`src/rtl/spi_slave_regfile.sv`:
```
`default_nettype none
// ============================================================================
//  Module      : spi_slave_regfile
//  Description : SPI slave endpoint for the 41-bit bridge frame
//                {wr_rd[40], addr[39:32], data[31:0]}, sent MSB first.
//                Write frames update the local register file. Read frames
//                return register data on MISO during data bits 31..0.
//                SPI signals share the SCLK domain, so they are edge-detected
//                directly and are not synchronized.
//  Parameters  : DEPTH   - registers implemented at addr 0..DEPTH-1 (1..256)
//                RST_VAL - reset value of every register
//  Macro       : SPI_SLAVE_STATUS_EN - when defined, addr 8'hFF is a
//                read-only status word {frame_err_cnt, good_frame_cnt}.
//  Ports       : SCLK, SRESET          - system clock, sync active-high reset
//                spi_clk/cs/mosi/miso  - SPI slave pins (cs active low)
//                reg_wr_en/addr/data   - 1-cycle pulse for a completed write
//                frame_err             - 1-cycle pulse, frame length != 41
//  Revision    : 1.0 - initial release
// ============================================================================
module spi_slave_regfile #(
    parameter int          DEPTH   = 16,
    parameter logic [31:0] RST_VAL = 32'h0
) (
    input  logic        SCLK,
    input  logic        SRESET,
    input  logic        spi_clk,
    input  logic        spi_cs,
    input  logic        spi_mosi,
    output logic        spi_miso,
    output logic        reg_wr_en,
    output logic [7:0]  reg_wr_addr,
    output logic [31:0] reg_wr_data,
    output logic        frame_err
);
    localparam int         AW       = (DEPTH > 1) ? $clog2(DEPTH) : 1;
    localparam logic [8:0] C_DEPTH  = 9'(DEPTH);
    localparam logic [5:0] C_FULL   = 6'd41;
    localparam logic [5:0] C_SAT    = 6'd42;
    localparam logic [5:0] C_LASTAD = 6'd8;
    localparam logic [5:0] C_LASTRD = 6'd40;

    typedef enum logic [1:0] {S_IDLE, S_CMD, S_ADDR, S_DATA} state_t;

    state_t      state_q, state_d;
    logic        clk_q, cs_q;
    logic [5:0]  bit_cnt_q, bit_cnt_d, cnt_now;
    logic        wr_rd_q, wr_rd_d;
    logic [7:0]  addr_q, addr_d, nxt_addr;
    logic [31:0] wdata_q, wdata_d, rd_word;
    logic [30:0] rd_sh_q, rd_sh_d;
    logic        spi_miso_q, spi_miso_d;
    logic        reg_wr_en_q, reg_wr_en_d;
    logic [7:0]  reg_wr_addr_q, reg_wr_addr_d;
    logic [31:0] reg_wr_data_q, reg_wr_data_d;
    logic        frame_err_q, frame_err_d;
    logic [31:0] regs_q [DEPTH];
    logic [31:0] regs_d [DEPTH];
    logic        bit_v, eof, writable;
`ifdef SPI_SLAVE_STATUS_EN
    logic [15:0] good_cnt_q, good_cnt_d, err_cnt_q, err_cnt_d;
`endif

    assign spi_miso    = spi_miso_q;
    assign reg_wr_en   = reg_wr_en_q;
    assign reg_wr_addr = reg_wr_addr_q;
    assign reg_wr_data = reg_wr_data_q;
    assign frame_err   = frame_err_q;

    // Read lookup for the address completed by the bit being accepted now.
    always_comb begin
        nxt_addr = {addr_q[6:0], spi_mosi};
        rd_word  = 32'h0;
        if ({1'b0, nxt_addr} < C_DEPTH) begin
            rd_word = regs_q[nxt_addr[AW-1:0]];
        end
`ifdef SPI_SLAVE_STATUS_EN
        if (nxt_addr == 8'hFF) begin
            rd_word = {err_cnt_q, good_cnt_q};
        end
`endif
    end

    always_comb begin
        bit_v         = clk_q & ~spi_clk & ~cs_q;
        eof           = spi_cs & ~cs_q;
        cnt_now       = bit_cnt_q;
        writable      = 1'b0;
        state_d       = state_q;
        bit_cnt_d     = bit_cnt_q;
        wr_rd_d       = wr_rd_q;
        addr_d        = addr_q;
        wdata_d       = wdata_q;
        rd_sh_d       = rd_sh_q;
        spi_miso_d    = spi_miso_q;
        reg_wr_en_d   = 1'b0;
        reg_wr_addr_d = 8'h0;
        reg_wr_data_d = 32'h0;
        frame_err_d   = 1'b0;
        regs_d        = regs_q;
`ifdef SPI_SLAVE_STATUS_EN
        good_cnt_d    = good_cnt_q;
        err_cnt_d     = err_cnt_q;
`endif
        if (state_q == S_IDLE) begin
            spi_miso_d = 1'b0;
            bit_cnt_d  = 6'd0;
            // Only a fresh cs fall opens a frame: a frame still in flight
            // when reset releases is ignored until cs has gone high again.
            if (~spi_cs & cs_q) begin
                state_d = S_CMD;
            end
        end else begin
            if (bit_v) begin
                if (bit_cnt_q != C_SAT) begin
                    cnt_now = bit_cnt_q + 6'd1;
                end
                case (state_q)
                    S_CMD: begin
                        wr_rd_d = spi_mosi;
                        state_d = S_ADDR;
                    end
                    S_ADDR: begin
                        addr_d = nxt_addr;
                        if (bit_cnt_q == C_LASTAD) begin
                            // Bit 31 goes out now; bits 30..0 shift out on
                            // the following data-bit falls.
                            rd_sh_d    = rd_word[30:0];
                            spi_miso_d = ~wr_rd_q & rd_word[31];
                            state_d    = S_DATA;
                        end
                    end
                    default: begin
                        if (bit_cnt_q < C_LASTRD) begin
                            wdata_d    = {wdata_q[30:0], spi_mosi};
                            spi_miso_d = ~wr_rd_q & rd_sh_q[30];
                            rd_sh_d    = {rd_sh_q[29:0], 1'b0};
                        end else if (bit_cnt_q == C_LASTRD) begin
                            wdata_d    = {wdata_q[30:0], spi_mosi};
                            spi_miso_d = 1'b0;
                        end
                    end
                endcase
            end
            bit_cnt_d = cnt_now;
            // eof is evaluated after the same-cycle bit has been folded in.
            if (eof) begin
                state_d    = S_IDLE;
                bit_cnt_d  = 6'd0;
                spi_miso_d = 1'b0;
                if (cnt_now == C_FULL) begin
`ifdef SPI_SLAVE_STATUS_EN
                    if (good_cnt_q != 16'hFFFF) good_cnt_d = good_cnt_q + 16'd1;
`endif
                    if (wr_rd_d) begin
                        reg_wr_en_d   = 1'b1;
                        reg_wr_addr_d = addr_d;
                        reg_wr_data_d = wdata_d;
                        writable      = ({1'b0, addr_d} < C_DEPTH);
`ifdef SPI_SLAVE_STATUS_EN
                        if (addr_d == 8'hFF) writable = 1'b0;
`endif
                        if (writable) begin
                            regs_d[addr_d[AW-1:0]] = wdata_d;
                        end
                    end
                end else begin
                    frame_err_d = 1'b1;
`ifdef SPI_SLAVE_STATUS_EN
                    if (err_cnt_q != 16'hFFFF) err_cnt_d = err_cnt_q + 16'd1;
`endif
                end
            end
        end
    end

    always_ff @(posedge SCLK) begin
        if (SRESET) begin
            clk_q         <= 1'b0;
            cs_q          <= 1'b0;
            state_q       <= S_IDLE;
            bit_cnt_q     <= 6'd0;
            wr_rd_q       <= 1'b0;
            addr_q        <= 8'h0;
            wdata_q       <= 32'h0;
            rd_sh_q       <= 31'h0;
            spi_miso_q    <= 1'b0;
            reg_wr_en_q   <= 1'b0;
            reg_wr_addr_q <= 8'h0;
            reg_wr_data_q <= 32'h0;
            frame_err_q   <= 1'b0;
            for (int i = 0; i < DEPTH; i++) regs_q[i] <= RST_VAL;
`ifdef SPI_SLAVE_STATUS_EN
            good_cnt_q    <= 16'h0;
            err_cnt_q     <= 16'h0;
`endif
        end else begin
            clk_q         <= spi_clk;
            cs_q          <= spi_cs;
            state_q       <= state_d;
            bit_cnt_q     <= bit_cnt_d;
            wr_rd_q       <= wr_rd_d;
            addr_q        <= addr_d;
            wdata_q       <= wdata_d;
            rd_sh_q       <= rd_sh_d;
            spi_miso_q    <= spi_miso_d;
            reg_wr_en_q   <= reg_wr_en_d;
            reg_wr_addr_q <= reg_wr_addr_d;
            reg_wr_data_q <= reg_wr_data_d;
            frame_err_q   <= frame_err_d;
            regs_q        <= regs_d;
`ifdef SPI_SLAVE_STATUS_EN
            good_cnt_q    <= good_cnt_d;
            err_cnt_q     <= err_cnt_d;
`endif
        end
    end
endmodule
`default_nettype wire

```
`config.mk`:
```
export PLATFORM = sky130hd
export DESIGN_NAME = spi_slave_regfile
export DESIGN_NICKNAME = d
export VERILOG_FILES = /design/src/rtl/spi_slave_regfile.sv
export SDC_FILE = /design/constraint.sdc
export NUM_CORES = 1
export LEC_CHECK = 0
export CORE_MARGIN = 2
export CORE_UTILIZATION = 40
export DETAILED_ROUTE_END_ITERATION = 7
export PLACE_DENSITY = 0.65
export SLEW_MARGIN = 20
export SYNTH_ARGS = -nofsm -noshare
export SYNTH_HDL_FRONTEND = slang
export SYNTH_SLANG_ARGS = --single-unit
```
`constraint.sdc`:
```
create_clock -name SCLK -period 4.9 [get_ports SCLK]
set_clock_uncertainty 0.2 [all_clocks]
set_input_delay 1.47 -clock SCLK [delete_from_list [all_inputs] [get_ports SCLK]]
set_output_delay 1.47 -clock SCLK [all_outputs]
set_load 0.02 [all_outputs]
```
==> Yosys cells after proc, flatten, opt, wreduce, memory -nomap -nowiden <==
Index checks and enable logic that the tools add are counted.
{ "classes": {"n_lt_le_gt_ge": 6, "n_bitwise": 17, "add_sub_neg": 1, "reduce_logical": 15, "n_eq_ne": 9, "n_mux": 36} }
{ "ops": {"columns": ["cell", "count"], "rows": [
  ["512-bit bitwise mux", 1],
  ["32-bit two-way mux", 9],
  ["32-bit binary-select mux with 4-bit select", 1],
  ["32-bit demux with 4-bit select", 1],
  ["31-bit two-way mux", 2],
  ["31-bit one-hot mux with 2 select lines", 1],
  ["8-bit two-way mux", 3],
  ["6-bit two-way mux", 3],
  ["8-bit by 5-bit < comparator with 1-bit output (second input constant)", 2],
  ["6-bit == test (second input constant)", 2],
  ["5-bit greater-or-equal comparator (second input constant)", 2],
  ["2-bit two-way mux", 5],
  ["4-bit NOT with 5-bit output", 2],
  ["5-bit AND reduction", 2],
  ["1-bit NOT", 9],
  ["1-bit two-way mux", 8],
  ["4-bit AND reduction", 2],
  ["6-bit by 1-bit adder with 6-bit output (second input constant)", 1],
  ["1-bit AND", 6],
  ["6-bit by 4-bit == test with 1-bit output (second input constant)", 1],
  ["6-bit < comparator (second input constant)", 1],
  ["6-bit inequality test (second input constant)", 1],
  ["3-bit nonzero test", 2],
  ["3-bit OR reduction", 2],
  ["15 further kinds", 15]
]} }
{ "totals": {"word_cells": 113, "input_bits": 5, "regBits": 637} }

==> Longest topological paths before layout <==
{ "logic_depth": {"word_depth": 11, "depth_mapped": 12, "depth_no_buf": 8} }

==> Worst setup path before layout <==
OpenSTA, ideal clock, no wires.
{ "synth_path": {"path_kind": "input to register", "from": "input spi_clk", "to": "register regs_q[390] (netlist bit)", "cell_stages": 9, "setup_slack_ns": 1.077, "t_arrival_ns": 3.496, "required_time_ns": 4.572, "cell_sequence": "or3b_1 > clkbuf_1 > or4_1 > a21oi_2 > buf_4 > nand4_2 > clkbuf_1 > nand3b_1 > o21ai_1"} }
{ "synth_via": {"elab_chain_len": 11} }
{ "synth_rtl": {"columns": ["element", "line", "text"], "rows": [
  ["start: declaration", "26", "input logic spi_clk,"],
  ["1-bit NOT (*)", "84", "bit_v = clk_q & ~spi_clk & ~cs_q;"],
  ["1-bit AND (*) (2 in series)", "84", null],
  ["8-bit two-way mux", "113", "if (bit_v) begin"],
  ["8-bit two-way mux", "104", "if (state_q == S_IDLE) begin"],
  ["4-bit NOT with 5-bit output (implied by the code)", "163", "regs_d[addr_d[AW-1:0]] = wdata_d;"],
  ["5-bit greater-or-equal comparator (implied by the code) / 5-bit by 1-bit < comparator with 1-bit output (equally long branches)", "163", null],
  ["1-bit logical AND (implied by the code)", "163", null],
  ["32-bit two-way mux (implied by the code)", "163", null],
  ["32-bit demux with 4-bit select", "163", null],
  ["512-bit bitwise mux", "163", null],
  ["end signal: assignment", "210", "regs_q <= regs_d;"],
  ["end: declaration", "56", "logic [31:0] regs_q [DEPTH];"]
]} }
Mark *: on every way between the ends. The rest lies on a longest branch, timed or not. The select of a mux whose other input is x is not followed.
A chain may end at the register's enable or synchronous reset.

==> Worst setup path in the final report <==
{ "layout_path": {"from": "input spi_clk", "to": "register regs_q[498] (netlist bit)"} }
The elaborated chain is that of the path after synthesis.

==> impl_metrics.ini <==
[timing]
setup_viol = 0
fin_ws_ps = 732.5
min_period_ps = 4168
timing.hold.ws_ps = 273.1
worstMarginPinSlew_ps = 852.6
slew-limit-headroom = 0.4316
finalHoldViolCount = 0
fin_tns_setup_ps = 0
rsz0062_at_grt = false
slew_viol_final = 0
post-route-period-util = 0.8505
max_freq_mhz = 240.0

[setup_path]
critPathArrivalTime_ps = 4440
slowest_delay_ps = 590
crit_top_cell = buf_4
criticalPathCategory = in -> reg
crit_family = simple AND/OR/NAND/NOR gates
crit_chain = clkdlybuf4s50_1 -> or3b_1 -> or4_1 -> a21oi_2 -> buf_4 -> nand4_1 -> buf_4 -> nand3b_1 -> o21ai_0
critPathSlowestCell = or4_1
critPathRequiredTime_ps = 5170
critPathBufInv = 3
startpoint_type = input port
cp-end-kind = register
crit_fanout = 64

[flow_run]
cap_violations = 0

[synth]
netlist_area_um2 = 27420
synth_simple_gate_area_share = 0.1843
yosysTopAreaCell = dfxtp_1
ys_warn_count = 0
ys_async_sr_fraction = 0
synth_edf_count = 0
yosysUniqueCellTypes = 56
syn-mean-instance-area_um2 = 10.06
syn-num-nets = 2736
syn-instance-count = 2725
synth_top_flop_cell = dfxtp_1
synth-seq-cells = 637
synth_top_family_by_area = simple AND/OR/NAND/NOR gates
synth.area.top_cells = dfxtp_1 (47%), nand3b_1 (12%), mux4_2 (11%)
synth_xor_area_frac = 0.001278
synth_top_area_share = 0.4651
synth-seq-area-share = 0.4651
synth-compound-area-share = 0.1300
synthAdderAreaFrac = 0.002738
synth_mux_area_frac = 0.1664

[die]
die_h_um = 265.8
die_x_um = 265.8
core-area_um2 = 67510
fp-row-count = 95
start_util = 0.4061
boundaryPins = 48
fp.dieArea_um2 = 70660

[grt]
grt_pass1_wl_mm = 115.4
grt_util_all_layers = 0.2049
grt_max_degree = 130
grt_overflow = 0
antenna_found_initial = 0
first_global_vias = 20054

[cells_and_area]
drive_above_1_share = 0.1445
nNetsFinal = 2607
antenna_cells = 0
layoutNonFillerInstCount = 3517
stdcell_area_um2 = 30590
area_delta_synth_final_pct = 11.58
final_core_util = 0.4531

[detailed_routing]
firstDrtPassIters = 8
wl_mm = 73.65
ant_nets = 0
first_iter_violations = 1890
drc = 0
num_vias = 20591
via_per_inst = 5.855
drt-wirelength-per-cell_um = 20.94

[placed_design]
placed_area_um2 = 28550
dp.cells = 3406
dp_slack_ps = 145.1
dpl.hpwl_mm = 41.83
port_buffers = 47
gp_congestion = 0.7794

[run_status]
status = complete, no violations

[clock_network]
cts_setup_buffers = 0
cts_buffers = 61
clock_sinks = 637
clock_latency_ps = 650
cts_root_buf = clkbuf_16
path_clk_slew_ps = 60
ctsHoldBuffers = 0
cts_resized = 0
tritoncts = done
cts-htree-levels = 2
cts_buffer_depth = 3

[power]
power_density_nw_per_um2 = 337.2
irDropWorstVdd_v = 0.0002477
fin_total_pwr_mw = 10.32
p_leak_nw = 9.531

[min_path]
hold_path.class = reg -> reg
==> cell families after synthesis <==
logic type      count (synthesis)
buf+inv                       352
mux                           292
simple gates                  762
compound gates                672
flops                         637
fa+ha+maj                       6
xor+xnor                        4
==> worst reg2reg max path: stages (launching register included) <==
cell and delay, ps:
dfxtp_1 310, inv_1 100, ha_2 590, nand4bb_1 560, mux2i_1 490, a21boi_0 350
nand4_1 260, buf_4 380, nand3b_1 170, o21ai_1 70
==> cells in the final DEF, fill, tap and decap left out, types with 6 or more instances in the layout <==
cell type and n:
inv_1 41, o22ai_1 30, mux4_2 128, a21oi_1 87, nand2b_1 67, nand4_1 10, mux2_2 30, nor2_1 77
clkbuf_8 17, o21ai_1 332, buf_4 62, dfxtp_1 635, buf_12 10, or2_2 32, nand2_1 68, clkbuf_1 19
nand4_4 6, nand3b_1 453, clkinv_2 7, a211oi_1 33, mux2i_1 134, clkbuf_16 61, o21ai_0 163, clkdlybuf4s50_1 45
==> worst paths after layout <==
| check | to | startpoint | slack, ps | depth (start not counted) |
|---|---|---|---|---|
| max | regs_q[498] | spi_clk | 730 | 9 |
| min | regs_q[134] | regs_q[134] | 270 | 2 |
| max reg2reg | regs_q[51] | state_q[0] | 1290 | 9 |
| min reg2reg | regs_q[134] | regs_q[134] | 270 | 2 |
==> layout make-up <==
type	instances	area (µm²)
inverter	41	153.9
clock buffer	96	1818
clock inverter	15	226.5
tap	873	1092
multi-input combinational	1736	13400
sequential	637	12760
fill	6138	36920
timing repair buffer	119	1145
==> metal layers <==
metal  GRT usage  part of all wire  vias up
met5           0                 0        -
met4     0.07820             0.032        0
met2      0.3385              0.47      700
li1            -                 -     9579
met3     0.02930             0.064      120
met1      0.2716              0.43    10192
==> synth_stat cells (all sizes together) (6+ instances only) <==
cell type,n
o22ai,30
mux2i,134
inv,41
nand4,16
ha,6
dfxtp,637
mux2,30
mux4,128
nand2,68
buf,50
nand2b,67
o21ai,496
nor2,79
a211oi,33
clkbuf,261
a21oi,88
nand3b,453
or2,32
nand3,8
==> sequential cells by signal (all words and copies together) (netlist names) <==
register     count
regs_q         512
reg_wr_data     32
wdata_q         32
rd_sh_q         31
addr_q           8
reg_wr_addr      8
bit_cnt_q        6
state_q          2
clk_q            1
cs_q             1
frame_err        1
reg_wr_en        1
spi_miso         1
wr_rd_q          1
==> report_power, final <==
part | switching (mW) | internal, mW | leakage, nW
combinational | 0.158 | 0.131 | 3.40
clock | 2.04 | 2.80 | 1.01
sequential | 0.00608 | 5.18 | 5.13
Power figures use the tool's default switching activity.
==> patch 1 (config.mk and constraints unchanged) <==
Change the parameter `DEPTH` from 16 to 8.
--- a/src/rtl/spi_slave_regfile.sv
+++ b/src/rtl/spi_slave_regfile.sv
@@ -20,3 +20,3 @@
 module spi_slave_regfile #(
-    parameter int          DEPTH   = 16,
+    parameter int          DEPTH   = 8,
     parameter logic [31:0] RST_VAL = 32'h0
Function: not settled (the Yosys comparison gave no result); the edit may change what the design does.
==> patch 1 against the unedited design <==
- sequential share of layout area is 0.98 points lower
- sequential cell count is 256 lower
- wire length is 44% lower
- core utilization is 0.48 points higher
- die area is 39% lower
- worst setup slack better by 0.0037 ns
- total power is 38% lower
- worst hold slack worse by 0.013 ns
- critical path type unchanged
- final area is 39% lower
- largest power group unchanged
- synthesized area is 39% lower
==> patch 1: results (changes against the unedited design) <==
result of the run=complete, no violations; compound-cell area share of the yosys netlist=10.28% (-2.7 points); number of sinks on the clock net=381 (-40%); RePlAce Congestion=0.8213 (+5.4%); cells after synthesis=1652 (-39%); GRT Util Overall=18.80% (-1.7 points); pre-CTS setup slack=0.1999 ns (+0.05484 ns); 1st-pass router iterations=5 (-3); placement-stage cell area=0.01741 sq mm (-39%); signed area change from the synthesized netlist to the final layout=12.86%; pin count of the biggest net entering global routing=177 (+36%); dominant cells by area after synthesis=dfxtp_1, mux2i_1, mux4_2, nand3b_1, o21ai_0; detailed placer's ending HPWL=23.76 mm (-43%); final net count=1617 (-38%); non-clock buffer area fraction after layout=4.467% (+0.72 points); max reg flops=256 (-50%); Worst-Margin Slew=0.9878 ns (+0.1352 ns); Layout fillers=3853 (-37%); Tap Cells=532 (-39%); share of the final layout cell area in sequential cells=40.73% (-0.98 points); Post-synth top cells=dfxtp_1, mux2i_1, o21ai_0; xor/xnor cell area share of the yosys netlist=0.2110% (+0.083 points); number of instances in the placed design=2097 (-38%); number of inverters outside the clock class in the layout=39 (-4.9%); maximum cell stage delay along the critical path=0.48 ns (-0.11 ns); area used by multi-input combinational logic=0.008130 sq mm (-39%); fraction of layout instances using a drive strength above 1=12.69% (-1.8 points); number of DRC violations after detailed-routing iteration 0=797 (-58%); portion of the post-synthesis area used by sequential elements=45.93% (-0.58 points); TritonCTS Buffers=39 (-36%); library cells used by synthesis=52 (-7.1%); mux share of post-synthesis cell area=20.44% (+3.8 points); Routed WL per cell=19.13 um (-8.6%); Worst VDD drop=0.2479 mV (about the same); buffer count excluding the clock tree in the final layout=84 (-29%)
patch 1: per-layer routing:
metal	GRT usage, %	share of wire (%)	vias up
li1	-	-	5706
met3	2.784	5.0	67
met2	31.33	48	279
met1	25.33	45	5985
met4	5.478	2.0	0
met5	0	0	-
patch 1: final timing paths:
path	from	endpoint	slack, ns	depth (start not counted)
hold / removal	rd_sh_q[20]	rd_sh_q[20]	0.26	2
setup reg to reg	bit_cnt_q[0]	regs_q[35]	1.67	9
setup / recovery	spi_clk	regs_q[129]	0.74	8
hold reg to reg	rd_sh_q[20]	rd_sh_q[20]	0.26	2
patch 1: report_power, final:
| part | internal (uW) | switching, uW | leakage (uW) |
|---|---|---|---|
| Sequential | 3100 | 3.64 | 0.00307 |
| Combinational | 79.0 | 113 | 0.00257 |
| Clock | 1880 | 1210 | 0.000655 |
| Total | 5070 | 1320 | 0.00629 |
==> patch 2 (config.mk and constraints unchanged) <==
Without the edit above. Take the reset off `addr_q`, `wdata_q`, `rd_sh_q`, `reg_wr_addr_q` and `reg_wr_data_q` and load them in a clocked block of their own.
--- a/src/rtl/spi_slave_regfile.sv
+++ b/src/rtl/spi_slave_regfile.sv
@@ -182,9 +182,4 @@
             wr_rd_q       <= 1'b0;
-            addr_q        <= 8'h0;
-            wdata_q       <= 32'h0;
-            rd_sh_q       <= 31'h0;
             spi_miso_q    <= 1'b0;
             reg_wr_en_q   <= 1'b0;
-            reg_wr_addr_q <= 8'h0;
-            reg_wr_data_q <= 32'h0;
             frame_err_q   <= 1'b0;
@@ -201,9 +196,4 @@
             wr_rd_q       <= wr_rd_d;
-            addr_q        <= addr_d;
-            wdata_q       <= wdata_d;
-            rd_sh_q       <= rd_sh_d;
             spi_miso_q    <= spi_miso_d;
             reg_wr_en_q   <= reg_wr_en_d;
-            reg_wr_addr_q <= reg_wr_addr_d;
-            reg_wr_data_q <= reg_wr_data_d;
             frame_err_q   <= frame_err_d;
@@ -216,2 +206,10 @@
     end
+
+    always_ff @(posedge SCLK) begin
+        addr_q        <= addr_d;
+        wdata_q       <= wdata_d;
+        rd_sh_q       <= rd_sh_d;
+        reg_wr_addr_q <= reg_wr_addr_d;
+        reg_wr_data_q <= reg_wr_data_d;
+    end
 endmodule
Check against the original RTL: not settled (the Yosys comparison gave no result); the edit may change what the design does.
==> patch 2 against the unedited design <==
- synthesized area grew 0.81%
- maximum frequency is 1.6% higher
- largest power group unchanged
- sequential power rose by 3%
- sequential cell count unchanged
- first-iteration DRC count increased by 2.1%
- final area rose by 3.6%
- wire length increased by 6.1%
- worst setup slack improved by 0.064 ns
- die area up 0.80%
- non-clock buffer count grew 40
- largest cell class is now registers
- count of clock-buffer cells in the layout did not move
- total power grew 6.6%
==> patch 2: results (changes against the unedited design) <==
placement-stage cell area=0.02950 sq mm (+3.3%); met2 routing resource usage after global routing=35.82% (+2.0 points); result of the run=complete, no violations; detailed placer's ending HPWL=44.46 mm (+6.3%); library cells used by synthesis=58 (+3.6%); arrival time reported for the critical path endpoint=4.40 ns (-0.04 ns); worst max-slew margin expressed relative to the limit=28.57% (-15 points); Post-synth top cells=dfxtp_1, mux2i_1, a21oi_1; first-pass GRT wire length=119.9 mm (+4.0%); GR Layer Usage met1=29.09% (+1.9 points); number of instances in the placed design=3246 (-4.7%); number of enable-type register cells in the synthesized netlist=71 (+71); Layout fillers=6177 (+0.64%); Routed WL per cell=23.18 um (+11%); Via Count=19916 (-3.3%); 1st-pass router iterations=6 (-2); insertion delay to the later sink of the worst-skew pair=0.62 ns (-0.03 ns); PD cells=347.0 mW/mm^2 (+2.9%); portion of the post-synthesis area used by sequential elements=48.71% (+2.2 points); number of levels in the clock H-tree=3 (+1); HP Start=regs_q[390]; static power due to leakage=0.01101 uW (+16%); maximum cell stage delay along the critical path=0.51 ns (-0.08 ns); Reg-to-Reg End=regs_q[416]; fraction of layout instances using a drive strength above 1=16.35% (+1.9 points); RePlAce Congestion=0.8161 (+4.7%); pin count of the biggest net entering global routing=102 (-22%); post-synth net total=2445 (-11%); TritonCTS Buffers=69 (+13%); setup slack, reg-to-reg=1.19 ns (-0.10 ns); Worst Hold Endpoint=regs_q[390]; r2r startpoint=bit_cnt_q[0]; GRT Util Overall=21.85% (+1.4 points); number of DRC violations after detailed-routing iteration 0=1929 (+2.1%)
[patch 2: cell count changes in the layout (fill, tap and decap cells not counted), sizes merged, moves of 98 or more]
cell / change
nor2: +98
a21oi: +182
nand2b: +100
mux2i: +160
nand3b: -451
o21ai: -482
a211oi: +227
[patch 2: where the power goes]
part | internal, uW | leakage, uW | switching, uW
clock network | 2950 | 0.00107 | 2160
registers | 5310 | 0.00516 | 19.6
logic | 184 | 0.00479 | 376
total | 8440 | 0.0110 | 2560
[patch 2: worst max-delay path, delay by kind of cell]
family,cells,cell delay (ns)
buf+inv,4,1.29
simple gates,4,0.69
mux,1,0.10
compound gates,2,0.85
[patch 2: final cells by class]
class,count,share of cell area (%)
Clock buffer,96,6.028
Timing Repair Buffer,159,5.428
Tap cell,882,3.482
Sequential cell,637,42.47
Clock inverter,30,0.8763
Inverter,76,0.9000
Multi-Input combinational cell,1492,40.81
[patch 2: worst max path at each step]
stage	startpoint	to	slack [ns]
after floorplan	spi_clk	rd_sh_q[0]	0.71
final	spi_clk	regs_q[416]	0.80
after global routing	spi_clk	regs_q[268]	0.59
after detailed placement	spi_clk	regs_q[86]	0.19
after CTS	spi_clk	regs_q[86]	0.80
after global placement	spi_clk	regs_q[384]	0.21
[patch 2: stage by stage]
| stage | setup WS (ns) | total power [uW] |
|---|---|---|
| after floorplan | 0.7150 | 5813 |
| after global placement | 0.2121 | 5994 |
| after detailed placement | 0.1869 | 6002 |
| after CTS | 0.8027 | 11100 |
| after global routing | 0.5925 | 11340 |
| final | 0.7963 | 11000 |
[patch 2: cells by family (layout without fill, tap and decap cells)]
logic type      Yosys count  count (layout)  share of synthesized area [%]
compound gates          588             588                          13.76
xor+xnor                  2               2                        0.06339
fa+ha+maj                 6               6                         0.2716
buf+inv                 305             361                          4.758
flops                   637             637                          48.71
mux                     455             455                          23.68
simple gates            441             441                          8.751
[patch 2: metal layers]
metal / share of wire [%] / vias to the layer above
li1: - / 8979
met1: 43 / 9995
met2: 47 / 800
met3: 7.5 / 142
met4: 2.5 / 0
met5: 0 / -
